## src/rtl/ibex_bloom_ctrl.sv

```systemverilog
// ibex_bloom_ctrl: sequencer for Bloom-filter INSERT/CHECK/CLEAR ops on a single-port filter RAM
module ibex_bloom_ctrl #(
   parameter int unsigned Depth   = 64,
   parameter int unsigned NumHash = 3,
   parameter int unsigned CntW    = 16,
   localparam int unsigned AW     = $clog2(Depth)
) (
   input  logic            clk_i,
   input  logic            rst_ni,
   input  logic            custom_en_i,
   input  logic [4:0]      custom_op_i,
   input  logic [31:0]     custom_rs1_i,
   input  logic [31:0]     custom_rs2_i,
   input  logic            custom_ready_id_i,
   input  logic            custom_kill_i,
   output logic            custom_valid_o,
   output logic [31:0]     custom_result_o,
   output logic            custom_illegal_o,
   output logic            custom_busy_o,
   output logic [CntW-1:0] insert_cnt_o,
   output logic            ram_req_o,
   output logic            ram_we_o,
   output logic [AW-1:0]   ram_addr_o,
   output logic [31:0]     ram_wdata_o,
   input  logic [31:0]     ram_rdata_i
);
   localparam int unsigned IW = AW + 5;
   typedef enum logic [2:0] {IDLE, READ, EVAL, CLR, DONE} state_e;
   state_e          state;
   logic [IW-1:0]   idx, step;
   logic [3:0]      k;
   logic            hit, illegal, is_ins, is_chk;
   logic [AW-1:0]   clr_addr;
   logic [CntW-1:0] cnt;
   logic            probe_bit, wr, unused_bits;
   assign unused_bits = ^{custom_rs1_i[31:IW], custom_rs2_i[31:IW]};
   assign probe_bit   = ram_rdata_i[idx[4:0]];
   assign wr          = state == CLR || (state == EVAL && is_ins);
   // a kill squashes whatever access would happen this cycle
   assign ram_req_o   = !custom_kill_i && (wr || state == READ);
   assign ram_we_o    = !custom_kill_i && wr;
   assign ram_addr_o  = state == CLR ? clr_addr : idx[IW-1:5];
   assign ram_wdata_o = state == CLR ? 32'd0 : ram_rdata_i | (32'd1 << idx[4:0]);
   assign custom_valid_o   = state == DONE;
   assign custom_result_o  = {31'd0, hit};
   assign custom_illegal_o = custom_valid_o && illegal;
   assign custom_busy_o    = state != IDLE;
   assign insert_cnt_o     = cnt;
   always_ff @(posedge clk_i or negedge rst_ni) begin
      if (!rst_ni) begin
         state    <= IDLE;
         idx      <= '0;
         step     <= '0;
         k        <= '0;
         hit      <= 1'b0;
         illegal  <= 1'b0;
         is_ins   <= 1'b0;
         is_chk   <= 1'b0;
         clr_addr <= '0;
         cnt      <= '0;
      end else if (custom_kill_i) begin
         state <= IDLE;
      end else begin
         case (state)
            IDLE: if (custom_en_i) begin
               idx      <= custom_rs1_i[IW-1:0];
               step     <= custom_rs2_i[IW-1:0] | IW'(1);
               k        <= '0;
               hit      <= custom_op_i < 5'd2;
               illegal  <= custom_op_i > 5'd2;
               is_ins   <= custom_op_i == 5'd0;
               is_chk   <= custom_op_i == 5'd1;
               clr_addr <= '0;
               state    <= custom_op_i < 5'd2 ? READ : custom_op_i == 5'd2 ? CLR : DONE;
            end
            READ: state <= EVAL;
            EVAL: begin
               hit <= hit & probe_bit;
               if (is_chk && !probe_bit) state <= DONE;
               else begin
                  idx   <= idx + step;
                  k     <= k + 4'd1;
                  state <= k == 4'(NumHash - 1) ? DONE : READ;
               end
            end
            CLR: begin
               clr_addr <= clr_addr + AW'(1);
               if (clr_addr == AW'(Depth - 1)) begin
                  state <= DONE;
                  cnt   <= '0;
               end
            end
            DONE: if (custom_ready_id_i) begin
               state <= IDLE;
               if (is_ins && cnt != '1) cnt <= cnt + CntW'(1);
            end
            default: state <= IDLE;
         endcase
      end
   end
endmodule

```

## config.mk

```make
export PLATFORM = sky130hd
export DESIGN_NAME = ibex_bloom_ctrl
export DESIGN_NICKNAME = d
export VERILOG_FILES = /design/src/rtl/ibex_bloom_ctrl.sv
export SDC_FILE = /design/constraint.sdc
export NUM_CORES = 1
export LEC_CHECK = 0
export ABC_AREA = 1
export CORE_ASPECT_RATIO = 1.25
export CORE_UTILIZATION = 44
export CTS_CLUSTER_SIZE = 8
export DETAILED_ROUTE_END_ITERATION = 12
export PLACE_DENSITY_LB_ADDON = 0.25
export SETUP_SLACK_MARGIN = 0.05
export SYNTH_ARGS = -nofsm -noshare
export SYNTH_HDL_FRONTEND = slang
export SYNTH_SLANG_ARGS = --single-unit
```

## constraint.sdc

```tcl
create_clock -name clk_i -period 2.2 [get_ports clk_i]
set_input_delay 0.44 -clock clk_i [delete_from_list [all_inputs] [get_ports clk_i]]
set_output_delay 0.44 -clock clk_i [all_outputs]
set_load 0.02 [all_outputs]
```

---- Word level (Yosys, flattened, before mapping) ----
Index checks and enable logic that the tools add are counted.
storage, ports and cells
  register bits after elaboration ......... 55
  bits in latches ......................... 0
  bits in writable memories ............... 0
  bits in read-only memories .............. 0
  input bits .............................. 106
  output and inout bits ................... 91
  word-level logic and storage cells ...... 87
  memories ................................ 0
operators by class
  add/subtract/negate cells ............... 4
  multiply operators ...................... 0
  div/mod/pow operators ................... 0
  $lt $le $gt $ge ......................... 3
  eq/ne operators ......................... 17
  shift-type cells ........................ 1
  muxes and demuxes ....................... 27
  bitwise logic cells ..................... 3
  reductions and logical operators ........ 22
operator list
  cell                                                                          number
  16-bit two-way mux                                                            3
  32-bit two-way mux                                                            1
  32-bit bitwise OR                                                             1
  16-bit one-hot mux with 2 select lines                                        1
  1-bit by 5-bit << shifter with 32-bit output, first input constant            1
  3-bit two-way mux                                                             8
  11-bit two-way mux                                                            2
  11-bit one-hot mux with 2 select lines                                        1
  16-bit by 1-bit adder with 16-bit output, second input constant               1
  16-bit != test, second input constant                                         1
  3-bit one-hot mux with 5 select lines                                         1
  6-bit two-way mux                                                             2
  6-bit one-hot mux with 2 select lines                                         1
  3-bit AND reduction                                                           4
  11-bit adder                                                                  1
  4-bit two-way mux                                                             2
  4-bit one-hot mux with 2 select lines                                         1
  6-bit by 1-bit adder with 6-bit output, second input constant                 1
  3-bit by 2-bit == test with 1-bit output, second input constant               2
  6-bit == test, second input constant                                          1
  1-bit logical AND                                                             6
  5-bit by 6-bit less-than comparator with 1-bit output, second input constant  1
  2-bit != test, second input constant                                          3
  3-bit != test, second input constant                                          2
  23 further kinds                                                              29

---- Logic depth before layout (Yosys ltp) ----
  depth after elaboration ................. 7
  depth in mapped cells ................... 16

---- Worst setup path after synthesis ----
OpenSTA, ideal clock, no wires.
  path kind ............................... register to output
  start ................................... reg state[2]
  end ..................................... out ram_req_o
  data arrival time ....................... 1540 ps
  setup slack ............................. 220 ps
  cell stages (with the launch flop) ...... 7
  buffers on the path ..................... 1
  cells stage by stage .................... dfrtp_1 inv_2 nand2_2 nor2_1 buf_2 a21oi_1 a21oi_1
on the way
  longest elaborated chain between the ends .. 5
RTL lines
  item                                      RTL line  text
  from (decl)                               29        state_e state;
  from (signal assigned)                    74        state <= custom_op_i < 5'd2 ? READ : custom_op_i == 5'd2 ? CLR : DONE;
  from (signal assigned)                    83        state <= k == 4'(NumHash - 1) ? DONE : READ;
  3-bit by 2-bit == test with 1-bit output  38        assign wr = state == CLR || (state == EVAL && is_ins);
  1-bit logical AND                         38
  1-bit logical OR                          38
  1-bit logical OR *                        40        assign ram_req_o = !custom_kill_i && (wr || state == READ);
  1-bit logical AND *                       40
  to (decl)                                 21        output logic ram_req_o,
Mark *: on every way between the ends. The rest lies on a longest branch, timed or not.

---- Worst setup path after layout ----
  start ................................... reg idx[0]
  end ..................................... out ram_wdata_o[19]
on the way
  longest elaborated chain between the ends .. 3
RTL lines
  item                                          RTL line  text
  from (decl)                                   30        logic [IW-1:0] idx, step;
  from (signal assigned)                        66        idx <= custom_rs1_i[IW-1:0];
  from (signal assigned)                        81        idx <= idx + step;
  1-bit by 5-bit << shifter with 32-bit output  43        assign ram_wdata_o = state == CLR ? 32'd0 : ram_rdata_i | (32'd1 << idx[4:0]);
  32-bit bitwise OR                             43
  32-bit two-way mux                            43
  to (decl)                                     24        output logic [31:0] ram_wdata_o,
No other way between the ends.

==> results.md <==
- Run status: complete, no violations
- Initial drt markers: 285
- Grt ovf: 0
- Slew Limit Fails: 0
- DPL Wire Length: between 10 and 15 mm
- H-tree Lvls: 2
- Root buffer cell: clkbuf_16
- Crit end category: output port
- GPL Wtd Cong: 0.927
- RSZ-0062 raised after global routing: yes
- Worst-Margin Slew: between 0.5 and 0.6 ns
- Pwr Total: a little over 7 mW
- Worst R2R End: idx[10]
- Final setup vio count: 0
- Mean number of vias per cell: about 5.2
- Critical Path RT: roughly 1.8 ns
- Unique masters post-synth: 39
- Ys async rst share: between 90% and 100%
- Critical Path Start: idx[0]
- Post-synthesis instance total: ~700
- Complex-gate fraction of the synthesized area: 12.7%
- Hold Worst Slack: between 0.1 and 0.15 ns
- Rel. slew slack: 60.9%
- Die Wd: between 90 and 100 µm
- Non-filler cells, final: just under 1000
- Worst-Skew Late Latency: around 0.29 ns
- CP max stage delay: around 0.39 ns
- LEAKAGE: between 3 and 4 nW
- Max frequency: between 400 and 500 MHz
- First-pass detailed-route iteration total: 5
- I/O Pins: a little under 200
- Routed len/inst: around 14 µm
- CP max-delay cell: dfrtp_2
- Placement Rows: 41
- CTS tree: yes
- Pwr per Cell Area: around 1100 nW/µm²
- Worst-path cell chain: buf_12, nand2_1, nor2_2, buf_4, nand3_1, a21oi_1, clkdlybuf4s15_2
- Share of layout cells above drive strength 1: 17.7%
- CTS Buf Count: 5
- Final cycle utilization of the critical path: between 90% and 100%
- Warnings, synthesis: 0
- Sw frac: between 40% and 50%
- Fin. Hold Viols: 0
- Area delta synth->final: 35.4%
- Post-Synth Adder-Cell Area: around 4.2%
- Worst reg-to-reg setup slack: 0.16 ns
- Yosys reg bits: 55
- End point of the critical path: ram_wdata_o[19]
- Total global-route track usage: about a quarter
- Internal power: 3.68 mW
- Port bufs: 122
- Routed WL: 13.4 mm
- Peak supply drop: roughly 0.64 mV
- Sequential group share of total power: 23.4%
- NetSw: around 3.4 mW
- Crit path max fanout: 5
- Crit start category: flop
- Critical path class: flop to output port
- CP top delay family: buffers and inverters
- Combinational family with the most area after synthesis: simple AND/OR/NAND/NOR gates
- Average size of a mapped cell: 6.70 µm²
- Xor and xnor area share after synthesis: roughly 3.2%
- Worst R2R Start: idx[0]
- Post-route setup TNS: 0 ns
- Diodes inserted: 0
- Cells after DPL: ~950
- Post-synth EDFFs: 0
- Clock-pin slew on the worst setup and hold paths: ~0.07 ns
- MaxCap Viol Count: 0
- Worst EP arrival: approximately 1.7 ns
- Comb pwr share: between 60% and 70%
- Via count: about 5000
- Die ar.: 10900 µm²
- Worst Path Buf+Inv: 3
- Via count of the first global-routing pass: approximately 4600
- Die Ht: roughly 120 µm
- Fin nets: between 900 and 1000
- Top_reg_cell synth: dfrtp_1
- Final min period: about 2.1 ns
- Antenna-violating nets left: 0
- Clock Path Buffers: 2
- Mux contribution to synthesized area: 0%
- Final Skew: about 0.0039 ns
- Worst path depth: 7
- Post-Synth Simple-Gate Area: between 30% and 40%
- Starting Density: a little under half
- Global-route wire length before repair: ~22 mm
- Worst Reg-to-Reg Cells: 12
- Hold crit path type: input pin to async pin
- Seq/Total Area, Yosys: roughly 30%
- Sink Count: 55
- Core Area: between 10000 and 15000 µm²
- Pin count of the biggest net entering global routing: 34
- Clk pwr share: around 11%
- DRC violations left: 0
- Synthesized cell area: roughly 4600 µm²
- Initial antenna violation count: 0
==> cell families after synthesis <==
kind of cell,count (synthesis)
DFF,55
adders and majority gates,15
AOI/OAI and AO/OA,106
xor gates and xnor gates,17
other,1
and+or+nand+nor,353
buffers and inverters,140
==> layout by cell type, fill, tap and decap left out, types with 3 or more instances in the layout <==
cell and count:
a21oi_2 5, or2_2 3, buf_2 9, clkdlybuf4s50_1 78, clkbuf_16 5, buf_12 5
nor2_4 4, buf_4 42, dlygate4sd2_1 4, o21a_1 4, a21oi_1 31, conb_1 31
xnor2_1 4, o21ai_0 30, nand2_1 196, clkdlybuf4s15_2 8, inv_1 65, a31oi_1 7
nor2_1 40, nor4_2 3, nor3_1 8, nand3_2 4, nor2_2 3, nor4_1 6
o21ai_1 23, nand2_2 8, ha_1 11, clkbuf_2 19, nand4_1 26, nand3_1 45
xor2_1 13, inv_2 10, o21bai_1 3, dfrtp_1 53
==> power by group through the flow <==
stage	combinational, mW	clock, mW	sequential [mW]
2_1_floorplan	2.75	0	1.68
3_3_place_gp	4.31	0	1.65
3_5_place_dp	4.40	0	1.66
4_1_cts	4.46	0.819	1.65
5_1_grt	5.14	0.854	1.70
6_report	4.65	0.796	1.66
==> routing by layer <==
metal  vias up  GRT usage, %  part of all wire [%]  routed length (µm)
li1       2460             -                     -                   -
met1      2299          30.0                    41                5500
met2       203          44.8                    50                6690
met3        28          3.19                   6.4                 855
met4         0          10.3                   2.6                 345
met5         -             0                     0                   0
==> repair_timing <==
action	CTS	global route
pin swaps	2	7
setup buffers	1	1
hold buffers	0	0
endpoints found under the setup margin	44	56
resized for setup	96	71
==> stage by stage <==
step / setup slack (ns) / utilization, % / cell area, µm²
global placement: -0.0757 / 59.7 / 6060
global route: -0.00946 / 61.4 / 6230
floorplan: 0.220 / - / 4720
CTS: 0.0289 / 61.6 / 6250
detailed placement: -0.119 / 59.7 / 6060
finish: 0.0909 / 61.4 / 6230
==> cell usage after synthesis (13+ instances only) <==
master	number	area share, %
o21ai_1	22	2.4
nor2_1	43	3.5
ha_1	14	3.8
dfrtp_1	55	30
nand3_1	47	5.1
inv_1	66	5.4
nand4_1	26	3.5
o21ai_0	31	3.4
nand2_1	200	16
xor2_1	13	2.5
a21oi_1	35	3.8
buf_4	34	5.5
==> state kept, by name, summed over array words and instances (netlist names) <==
signal / cells
clr_addr: 6
hit: 1
idx: 11
illegal: 1
insert_cnt_o: 16
is_chk: 1
is_ins: 1
k: 4
state: 3
step: 11
==> worst min-delay path by stage <==
stage           start          end  depth (start not counted)
5_1_grt        rst_ni      step[7]                          1
4_1_cts        rst_ni      step[5]                          1
3_5_place_dp   rst_ni      step[5]                          1
2_1_floorplan  rst_ni  clr_addr[0]                          0
6_report       rst_ni      step[7]                          1
3_3_place_gp   rst_ni      step[7]                          1
==> final cells by class <==
| class | count | area [µm²] |
|---|---|---|
| Clock inverter | 1 | 5.00 |
| Inverter | 79 | 304 |
| Timing Repair Buffer | 169 | 1510 |
| Multi-Input combinational cell | 522 | 2740 |
| Tap cell | 129 | 161 |
| Sequential cell | 55 | 1380 |
| Fill cell | 963 | 3920 |
| Clock buffer | 6 | 139 |
Note: power is estimated with default switching activity, not from simulation.
